$ cat config.mk
export PLATFORM = sky130hd
export DESIGN_NAME = ksa_shuffle_fsm_flat
export DESIGN_NICKNAME = d
export VERILOG_FILES = /design/src/rtl/ksa_shuffle_fsm_if.sv /design/src/rtl/ksa_shuffle_fsm.sv /design/src/flat_wrapper.sv
export SDC_FILE = /design/constraint.sdc
export NUM_CORES = 1
export LEC_CHECK = 0
export CORE_ASPECT_RATIO = 1.5
export CORE_UTILIZATION = 40
export CTS_CLUSTER_DIAMETER = 30
export CTS_CLUSTER_SIZE = 25
export DETAILED_ROUTE_END_ITERATION = 12
export SYNTH_ARGS = -nofsm -noshare
export SYNTH_HDL_FRONTEND = slang
export SYNTH_SLANG_ARGS = --single-unit
$ cat constraint.sdc
create_clock -name clk -period 8.6 [get_ports clk]
set_input_delay 1.72 -clock clk [delete_from_list [all_inputs] [get_ports clk]]
set_output_delay 1.72 -clock clk [all_outputs]
set_load 0.05 [all_outputs]
$ cat src/rtl/ksa_shuffle_fsm_if.sv
// -----------------------------------------------------------------------------
// ksa_shuffle_fsm_if
// Bundles the KSA swap engine's sequencer handshake and its single-port
// S-memory bus.
//   start   : request a full KSA pass (sequencer -> engine)
//   key     : secret key, byte 0 in the most significant byte
//   busy    : engine is running a pass
//   done    : one-cycle completion pulse
//   q       : S memory read data (memory -> engine)
//   address : S memory address
//   data    : S memory write data
//   rden    : S memory read enable
//   wren    : S memory write enable
// master = the engine side, slave = sequencer + memory side.
// -----------------------------------------------------------------------------
interface ksa_shuffle_fsm_if #(
    parameter int DATA_W    = 8,
    parameter int KEY_BYTES = 3
);
    logic                   start;
    logic [8*KEY_BYTES-1:0] key;
    logic                   busy;
    logic                   done;
    logic [DATA_W-1:0]      q;
    logic [DATA_W-1:0]      address;
    logic [DATA_W-1:0]      data;
    logic                   rden;
    logic                   wren;

    modport master (
        input  start, key, q,
        output busy, done, address, data, rden, wren
    );

    modport slave (
        output start, key, q,
        input  busy, done, address, data, rden, wren
    );
endinterface

$ cat src/rtl/ksa_shuffle_fsm.sv
// -----------------------------------------------------------------------------
// ksa_shuffle_fsm
// RC4 key-scheduling swap engine. Assumes the S memory already holds S[i]=i.
// For i = 0..DEPTH-1: j = j + S[i] + key[i mod KEY_BYTES]; swap S[i], S[j].
// Each iteration: READ_I, (WAIT_I), CAP_I, READ_J, (WAIT_J), CAP_J, WRITE_I,
// WRITE_J  -> 4 + 2*RD_LAT cycles.
// Ports:
//   clk   : rising-edge clock
//   reset : asynchronous active-low reset
//   bus   : ksa_shuffle_fsm_if.master (start/key/busy/done handshake and
//           address/data/rden/wren/q memory bus)
// All bus outputs are registers loaded with the decode of the next state, so
// they are Moore outputs that are stable for the whole cycle of each state.
// -----------------------------------------------------------------------------
module ksa_shuffle_fsm #(
    parameter int DATA_W    = 8,
    parameter int KEY_BYTES = 3,
    parameter int RD_LAT    = 1
) (
    input  logic                clk,
    input  logic                reset,
    ksa_shuffle_fsm_if.master   bus
);

    localparam int KEY_W  = 8 * KEY_BYTES;
    localparam int KIDX_W = (KEY_BYTES > 1) ? $clog2(KEY_BYTES) : 1;

    localparam logic [DATA_W-1:0] I_LAST    = {DATA_W{1'b1}};
    localparam logic [DATA_W-1:0] ONE_D     = {{(DATA_W-1){1'b0}}, 1'b1};
    localparam logic [DATA_W-1:0] ZERO_D    = {DATA_W{1'b0}};
    localparam logic [KIDX_W-1:0] KIDX_LAST = KIDX_W'(KEY_BYTES - 1);
    localparam logic [KIDX_W-1:0] KIDX_ONE  = {{(KIDX_W-1){1'b0}}, 1'b1};
    localparam logic [KIDX_W-1:0] KIDX_ZERO = {KIDX_W{1'b0}};
    // WAIT states last RD_LAT-1 cycles: the counter loads RD_LAT-2 and exits at 0.
    localparam logic [2:0]        WAIT_INIT = (RD_LAT > 1) ? 3'(RD_LAT - 2) : 3'd0;

    typedef enum logic [3:0] {
        ST_IDLE    = 4'd0,
        ST_READ_I  = 4'd1,
        ST_WAIT_I  = 4'd2,
        ST_CAP_I   = 4'd3,
        ST_READ_J  = 4'd4,
        ST_WAIT_J  = 4'd5,
        ST_CAP_J   = 4'd6,
        ST_WRITE_I = 4'd7,
        ST_WRITE_J = 4'd8,
        ST_DONE    = 4'd9
    } state_t;

    state_t              state_r, state_s;
    logic [DATA_W-1:0]   i_r, i_s;
    logic [DATA_W-1:0]   j_r, j_s;
    logic [DATA_W-1:0]   si_r, si_s;
    logic [DATA_W-1:0]   sj_r, sj_s;
    logic [KIDX_W-1:0]   kidx_r, kidx_s;
    logic [2:0]          wait_r, wait_s;
    logic [KEY_W-1:0]    key_r, key_s;
    logic [DATA_W-1:0]   address_r, address_s;
    logic [DATA_W-1:0]   data_r, data_s;
    logic                rden_r, rden_s;
    logic                wren_r, wren_s;
    logic                busy_r, busy_s;
    logic                done_r, done_s;
    logic [KEY_W-1:0]    key_shift_s;
    logic [DATA_W-1:0]   key_byte_s;

    // Key byte select: shift the wanted byte to the top instead of dividing i.
    always_comb begin
        key_shift_s = key_r << {kidx_r, 3'b000};
        key_byte_s  = DATA_W'(key_shift_s[KEY_W-1 -: 8]);
    end

    // Next-state, datapath update and registered-output decode.
    always_comb begin
        state_s = state_r;
        i_s     = i_r;
        j_s     = j_r;
        si_s    = si_r;
        sj_s    = sj_r;
        kidx_s  = kidx_r;
        wait_s  = wait_r;
        key_s   = key_r;

        case (state_r)
            ST_IDLE: begin
                if (bus.start) begin
                    key_s   = bus.key;
                    i_s     = ZERO_D;
                    j_s     = ZERO_D;
                    kidx_s  = KIDX_ZERO;
                    state_s = ST_READ_I;
                end else begin
                    state_s = ST_IDLE;
                end
            end
            ST_READ_I: begin
                if (RD_LAT > 1) begin
                    wait_s  = WAIT_INIT;
                    state_s = ST_WAIT_I;
                end else begin
                    state_s = ST_CAP_I;
                end
            end
            ST_WAIT_I: begin
                if (wait_r == 3'd0) begin
                    state_s = ST_CAP_I;
                end else begin
                    wait_s = wait_r - 3'd1;
                end
            end
            ST_CAP_I: begin
                si_s    = bus.q;
                j_s     = j_r + bus.q + key_byte_s;
                state_s = ST_READ_J;
            end
            ST_READ_J: begin
                if (RD_LAT > 1) begin
                    wait_s  = WAIT_INIT;
                    state_s = ST_WAIT_J;
                end else begin
                    state_s = ST_CAP_J;
                end
            end
            ST_WAIT_J: begin
                if (wait_r == 3'd0) begin
                    state_s = ST_CAP_J;
                end else begin
                    wait_s = wait_r - 3'd1;
                end
            end
            ST_CAP_J: begin
                sj_s    = bus.q;
                state_s = ST_WRITE_I;
            end
            ST_WRITE_I: begin
                state_s = ST_WRITE_J;
            end
            ST_WRITE_J: begin
                if (i_r == I_LAST) begin
                    state_s = ST_DONE;
                end else begin
                    i_s     = i_r + ONE_D;
                    kidx_s  = (kidx_r == KIDX_LAST) ? KIDX_ZERO : (kidx_r + KIDX_ONE);
                    state_s = ST_READ_I;
                end
            end
            ST_DONE: begin
                state_s = ST_IDLE;
            end
            default: begin
                state_s = ST_IDLE;
            end
        endcase

        // Outputs for the state being entered, using the post-update registers
        // so READ_J presents the freshly computed j.
        address_s = address_r;
        data_s    = data_r;
        rden_s    = 1'b0;
        wren_s    = 1'b0;
        busy_s    = 1'b1;
        done_s    = 1'b0;
        case (state_s)
            ST_IDLE: begin
                busy_s = 1'b0;
            end
            ST_READ_I: begin
                address_s = i_s;
                rden_s    = 1'b1;
            end
            ST_READ_J: begin
                address_s = j_s;
                rden_s    = 1'b1;
            end
            ST_WRITE_I: begin
                address_s = i_s;
                data_s    = sj_s;
                wren_s    = 1'b1;
            end
            ST_WRITE_J: begin
                address_s = j_s;
                data_s    = si_s;
                wren_s    = 1'b1;
            end
            ST_DONE: begin
                busy_s = 1'b0;
                done_s = 1'b1;
            end
            default: begin
                busy_s = 1'b1;
            end
        endcase
    end

    // State, datapath and output registers; reset clears everything at once so
    // an in-flight write is dropped immediately.
    always_ff @(posedge clk or negedge reset) begin
        if (!reset) begin
            state_r   <= ST_IDLE;
            i_r       <= ZERO_D;
            j_r       <= ZERO_D;
            si_r      <= ZERO_D;
            sj_r      <= ZERO_D;
            kidx_r    <= KIDX_ZERO;
            wait_r    <= 3'd0;
            key_r     <= {KEY_W{1'b0}};
            address_r <= ZERO_D;
            data_r    <= ZERO_D;
            rden_r    <= 1'b0;
            wren_r    <= 1'b0;
            busy_r    <= 1'b0;
            done_r    <= 1'b0;
        end else begin
            state_r   <= state_s;
            i_r       <= i_s;
            j_r       <= j_s;
            si_r      <= si_s;
            sj_r      <= sj_s;
            kidx_r    <= kidx_s;
            wait_r    <= wait_s;
            key_r     <= key_s;
            address_r <= address_s;
            data_r    <= data_s;
            rden_r    <= rden_s;
            wren_r    <= wren_s;
            busy_r    <= busy_s;
            done_r    <= done_s;
        end
    end

    assign bus.address = address_r;
    assign bus.data    = data_r;
    assign bus.rden    = rden_r;
    assign bus.wren    = wren_r;
    assign bus.busy    = busy_r;
    assign bus.done    = done_r;

endmodule

$ cat src/flat_wrapper.sv
// flat-port wrapper written by rule: the top's interface ports become plain ports
module ksa_shuffle_fsm_flat 
#(
    parameter int DATA_W    = 8,
    parameter int KEY_BYTES = 3,
    parameter int RD_LAT    = 1
)
  (clk, reset, bus_start, bus_key, bus_q, bus_busy, bus_done, bus_address, bus_data, bus_rden, bus_wren);
  ksa_shuffle_fsm_if #(.DATA_W(DATA_W), .KEY_BYTES(KEY_BYTES)) bus_i ();
  input  logic clk;
  input  logic reset;
  input wire logic [$bits(bus_i.start)-1:0] bus_start;
  input wire logic [$bits(bus_i.key)-1:0] bus_key;
  input wire logic [$bits(bus_i.q)-1:0] bus_q;
  output wire logic [$bits(bus_i.busy)-1:0] bus_busy;
  output wire logic [$bits(bus_i.done)-1:0] bus_done;
  output wire logic [$bits(bus_i.address)-1:0] bus_address;
  output wire logic [$bits(bus_i.data)-1:0] bus_data;
  output wire logic [$bits(bus_i.rden)-1:0] bus_rden;
  output wire logic [$bits(bus_i.wren)-1:0] bus_wren;
  assign bus_i.start = bus_start;
  assign bus_i.key = bus_key;
  assign bus_i.q = bus_q;
  assign bus_busy = bus_i.busy;
  assign bus_done = bus_i.done;
  assign bus_address = bus_i.address;
  assign bus_data = bus_i.data;
  assign bus_rden = bus_i.rden;
  assign bus_wren = bus_i.wren;
  ksa_shuffle_fsm #(.DATA_W(DATA_W), .KEY_BYTES(KEY_BYTES), .RD_LAT(RD_LAT)) u_core (.clk(clk), .reset(reset), .bus(bus_i));
endmodule
==> results.json <==
{
  "outcome": "finished, violations left",
  "violations": "DRC",
  "ios": 55,
  "cap_violations": 0,
  "synth_top_area_share_pct": 47.9,
  "drtAntennaViolNets": 0,
  "hold_buffers": 0,
  "start_kind": "input pin",
  "drt_iter0_drc": 171,
  "synth-compound-area-share_pct": 14.8,
  "grt_max_degree": 78,
  "htree_num_levels": 3,
  "nets": 470,
  "arrival_ps": 4500,
  "rsz0062_at_grt": "no",
  "core_mm2": 0.00974,
  "synthTopCellsByArea": "dfrtp_1, mux2_2, nand2_1, fa_1, mux2i_1",
  "cts_tree": "yes",
  "layout-drive-gt1-share_pct": 15.1,
  "stdcell_count": 538,
  "numPortBuffers": 54,
  "wl_per_cell_um": 16.7,
  "start_util_pct": 41.3,
  "ir_worst_vdd_uv": 141,
  "design_area_mm2": 0.00494,
  "syn_inst": 369,
  "hold_violations": 0,
  "synthMuxAreaShare_pct": 12.5,
  "grt_pass1_vias": 3132,
  "antennaDiodeCount": 0,
  "netlist_area_mm2": 0.00402,
  "cts_root_buffer": "clkbuf_16",
  "dp_cells": 522,
  "fin_skew_ps": 4.53,
  "use_met3_pct": 3.58,
  "fin_crit_sh_pct": 49.8,
  "yosys_warnings": 0,
  "slew_headroom_pct": 35.5,
  "areaGrowthSynthToFinish_pct": 22.7,
  "die_area_mm2": 0.0105,
  "via_per_inst": 5.53,
  "p_leak_uw": 0.00210,
  "synth_seq_cells": 77,
  "cts_resized": 0,
  "post-cts-setup-buffers": 0,
  "grtUsageMet2_pct": 31.7,
  "synthSimpleGateAreaFrac_pct": 12.7,
  "gp_congestion": 0.882,
  "synth_xor_area_share_pct": 2.18,
  "num_rows": 44,
  "cts.sinks": 77,
  "cts_made_buffers": 9,
  "fin_tns_setup_ps": 0,
  "grt_usage_pct": 19.2,
  "place_hpwl_mm": 6.69,
  "fmax_ghz": 0.233,
  "async_reset_ff_share_pct": 100,
  "drc": 4,
  "crit_type": "in -> reg",
  "grt_pass1_wl_mm": 15.6,
  "overflow": 0,
  "yosys.area.top_type": "dfrtp_1",
  "synth_top_family_by_area": "compound AO/OA/AOI/OAI gates",
  "powerDensity_mw_per_mm2": 249,
  "utilization_pct": 50.7,
  "firstDrtPassIters": 8,
  "clockBufferDepth": 2,
  "wirelength_mm": 9.00,
  "grt-busiest-layer": "met2",
  "die-height_um": 125,
  "clock_latency_ps": 330,
  "met1_usage_pct": 22.4,
  "synth_adder_area_share_pct": 6.78,
  "period_needed_ps": 4290,
  "clkTransAtPathRegs_ps": 60,
  "cp-end-kind": "flop",
  "path_max_fanout": 3,
  "synth_sequential_area_ratio_pct": 47.9,
  "holdWs_ps": 474,
  "critical_path_required_ps": 8820,
  "dr_total_vias": 2974,
  "syn_avg_cell_area_um2": 10.9,
  "placed_area_mm2": 0.00463,
  "worst_pin_slew_ps": 968,
  "grt_antenna_before_repair": 0,
  "ys.flop_type": "dfrtp_1",
  "synth_fp_nets": 421,
  "synth_cell_types": 54,
  "slew_viol_final": 0,
  "setup-violations-final": 0,
  "dieWidth_um": 83.9,
  "hold_path.class": "reg -> reg",
  "synth_edf_count": 0
}
-- registers in the layout, summed over array words and instances (netlist names), 2 cells and up --
register and count:
u_core.key_r 24, u_core.bus.address 8, u_core.bus.data 8, u_core.i_r 8, u_core.j_r 8, u_core.si_r 8
u_core.state_r 4, u_core.wait_r 3, u_core.kidx_r 2
-- worst max-delay path, stage by stage --
cell and delay [ps]:
clkdlybuf4s50_1 510, inv_1 70, fa_1 530, inv_1 50, ha_1 230, fa_1 440
a211oi_1 310, o21ai_0 200, and3_1 210, mux2i_1 160, a21oi_2 70
-- area by class of cell --
class | count | area [um^2]
Clock buffer | 12 | 267
Clock inverter | 4 | 45.0
Fill cell | 896 | 4810
Inverter | 10 | 37.5
Multi-Input combinational cell | 265 | 1970
Sequential cell | 77 | 1930
Tap cell | 115 | 144
Timing Repair Buffer | 55 | 546
-- synthesized netlist by cell type (all sizes together), types with 2 or more instances --
master and count:
xnor2 7, buf 13, nor3 5, nor3b 2
a31oi 10, a211oi 8, dfrtp 77, nand4 3
nand2 43, or3 2, o31ai 5, nor2b 3
a2bb2oi 3, a21o 4, a21oi 9, inv 9
nand2b 3, nor2 31, a22o 9, o21bai 2
ha 9, clkbuf 4, or2 4, xor2 3
fa 8, o21ai 27, o211ai 3, mux2i 13
mux2 33, nand3 2
-- logic make-up (layout without fill, tap and decap cells) --
logic type               after synthesis  in the layout
buffers and inverters                 27             81
adder cells (fa/ha/maj)               17             17
AO/OA/AOI/OAI                         88             88
AND/OR/NAND/NOR                      104            104
XOR/XNOR                              10             10
multiplexers                          46             46
flip-flops                            77             77
-- stage by stage --
stage	power [uW]	worst slack, ps
after floorplan	735	4720
after global placement	830	4050
after detailed placement	844	3970
after CTS	1240	4320
after global routing	1310	4110
final	1230	4310
-- report_power, final --
part	internal, uW	switching, uW
Sequential	403	28.3
Combinational	200	207
Clock	247	146
Total	850	380
-- final timing paths --
| kind | startpoint | to | slack, ps | depth (start not counted) |
|---|---|---|---|---|
| max in group asynchronous | reset | u_core.i_r[7]$_DFF_PN0_ | 6440 | 1 |
| min in group asynchronous | reset | u_core.si_r[6]$_DFF_PN0_ | 1540 | 1 |
| worst max register to register | u_core.kidx_r[1]$_DFFE_PN0P_ | u_core.bus.address[7]$_DFFE_PN0P_ | 4810 | 11 |
| worst max-delay path | bus_q[1] | u_core.bus.address[7]$_DFFE_PN0P_ | 4310 | 11 |
| worst min register to register | u_core.wait_r[2]$_DFFE_PN0P_ | u_core.wait_r[2]$_DFFE_PN0P_ | 470 | 1 |
| worst min-delay path | u_core.wait_r[2]$_DFFE_PN0P_ | u_core.wait_r[2]$_DFFE_PN0P_ | 470 | 1 |
-- metal layers --
metal  vias to the layer above  share of wire (%)
met5                         -                  0
met3                        29                3.1
li1                       1424                  -
met1                      1446                 41
met2                        75                 50
met4                         0                5.7
-- layout by cell type (no fill, tap or decap), types with 3 or more instances in the layout --
cell type	Yosys	final
xnor2_1	7	7
nor2b_1	3	3
nand4_1	3	3
clkbuf_8	0	3
a211oi_1	8	8
o31ai_1	5	5
a31oi_1	10	10
xor2_1	3	3
nor2_1	29	28
clkbuf_16	0	9
o211ai_1	3	3
a21oi_1	8	8
ha_1	9	9
mux2i_1	13	13
or2_2	4	4
fa_1	8	8
clkinv_2	0	3
o21ai_0	25	25
inv_1	9	9
nand2_1	43	43
clkdlybuf4s50_1	0	53
dfrtp_1	77	77
nand2b_1	3	3
mux2_2	33	33
a21o_1	4	4
nor3_1	4	4
a22o_1	9	9
Note: power is estimated with default switching activity, not from simulation.
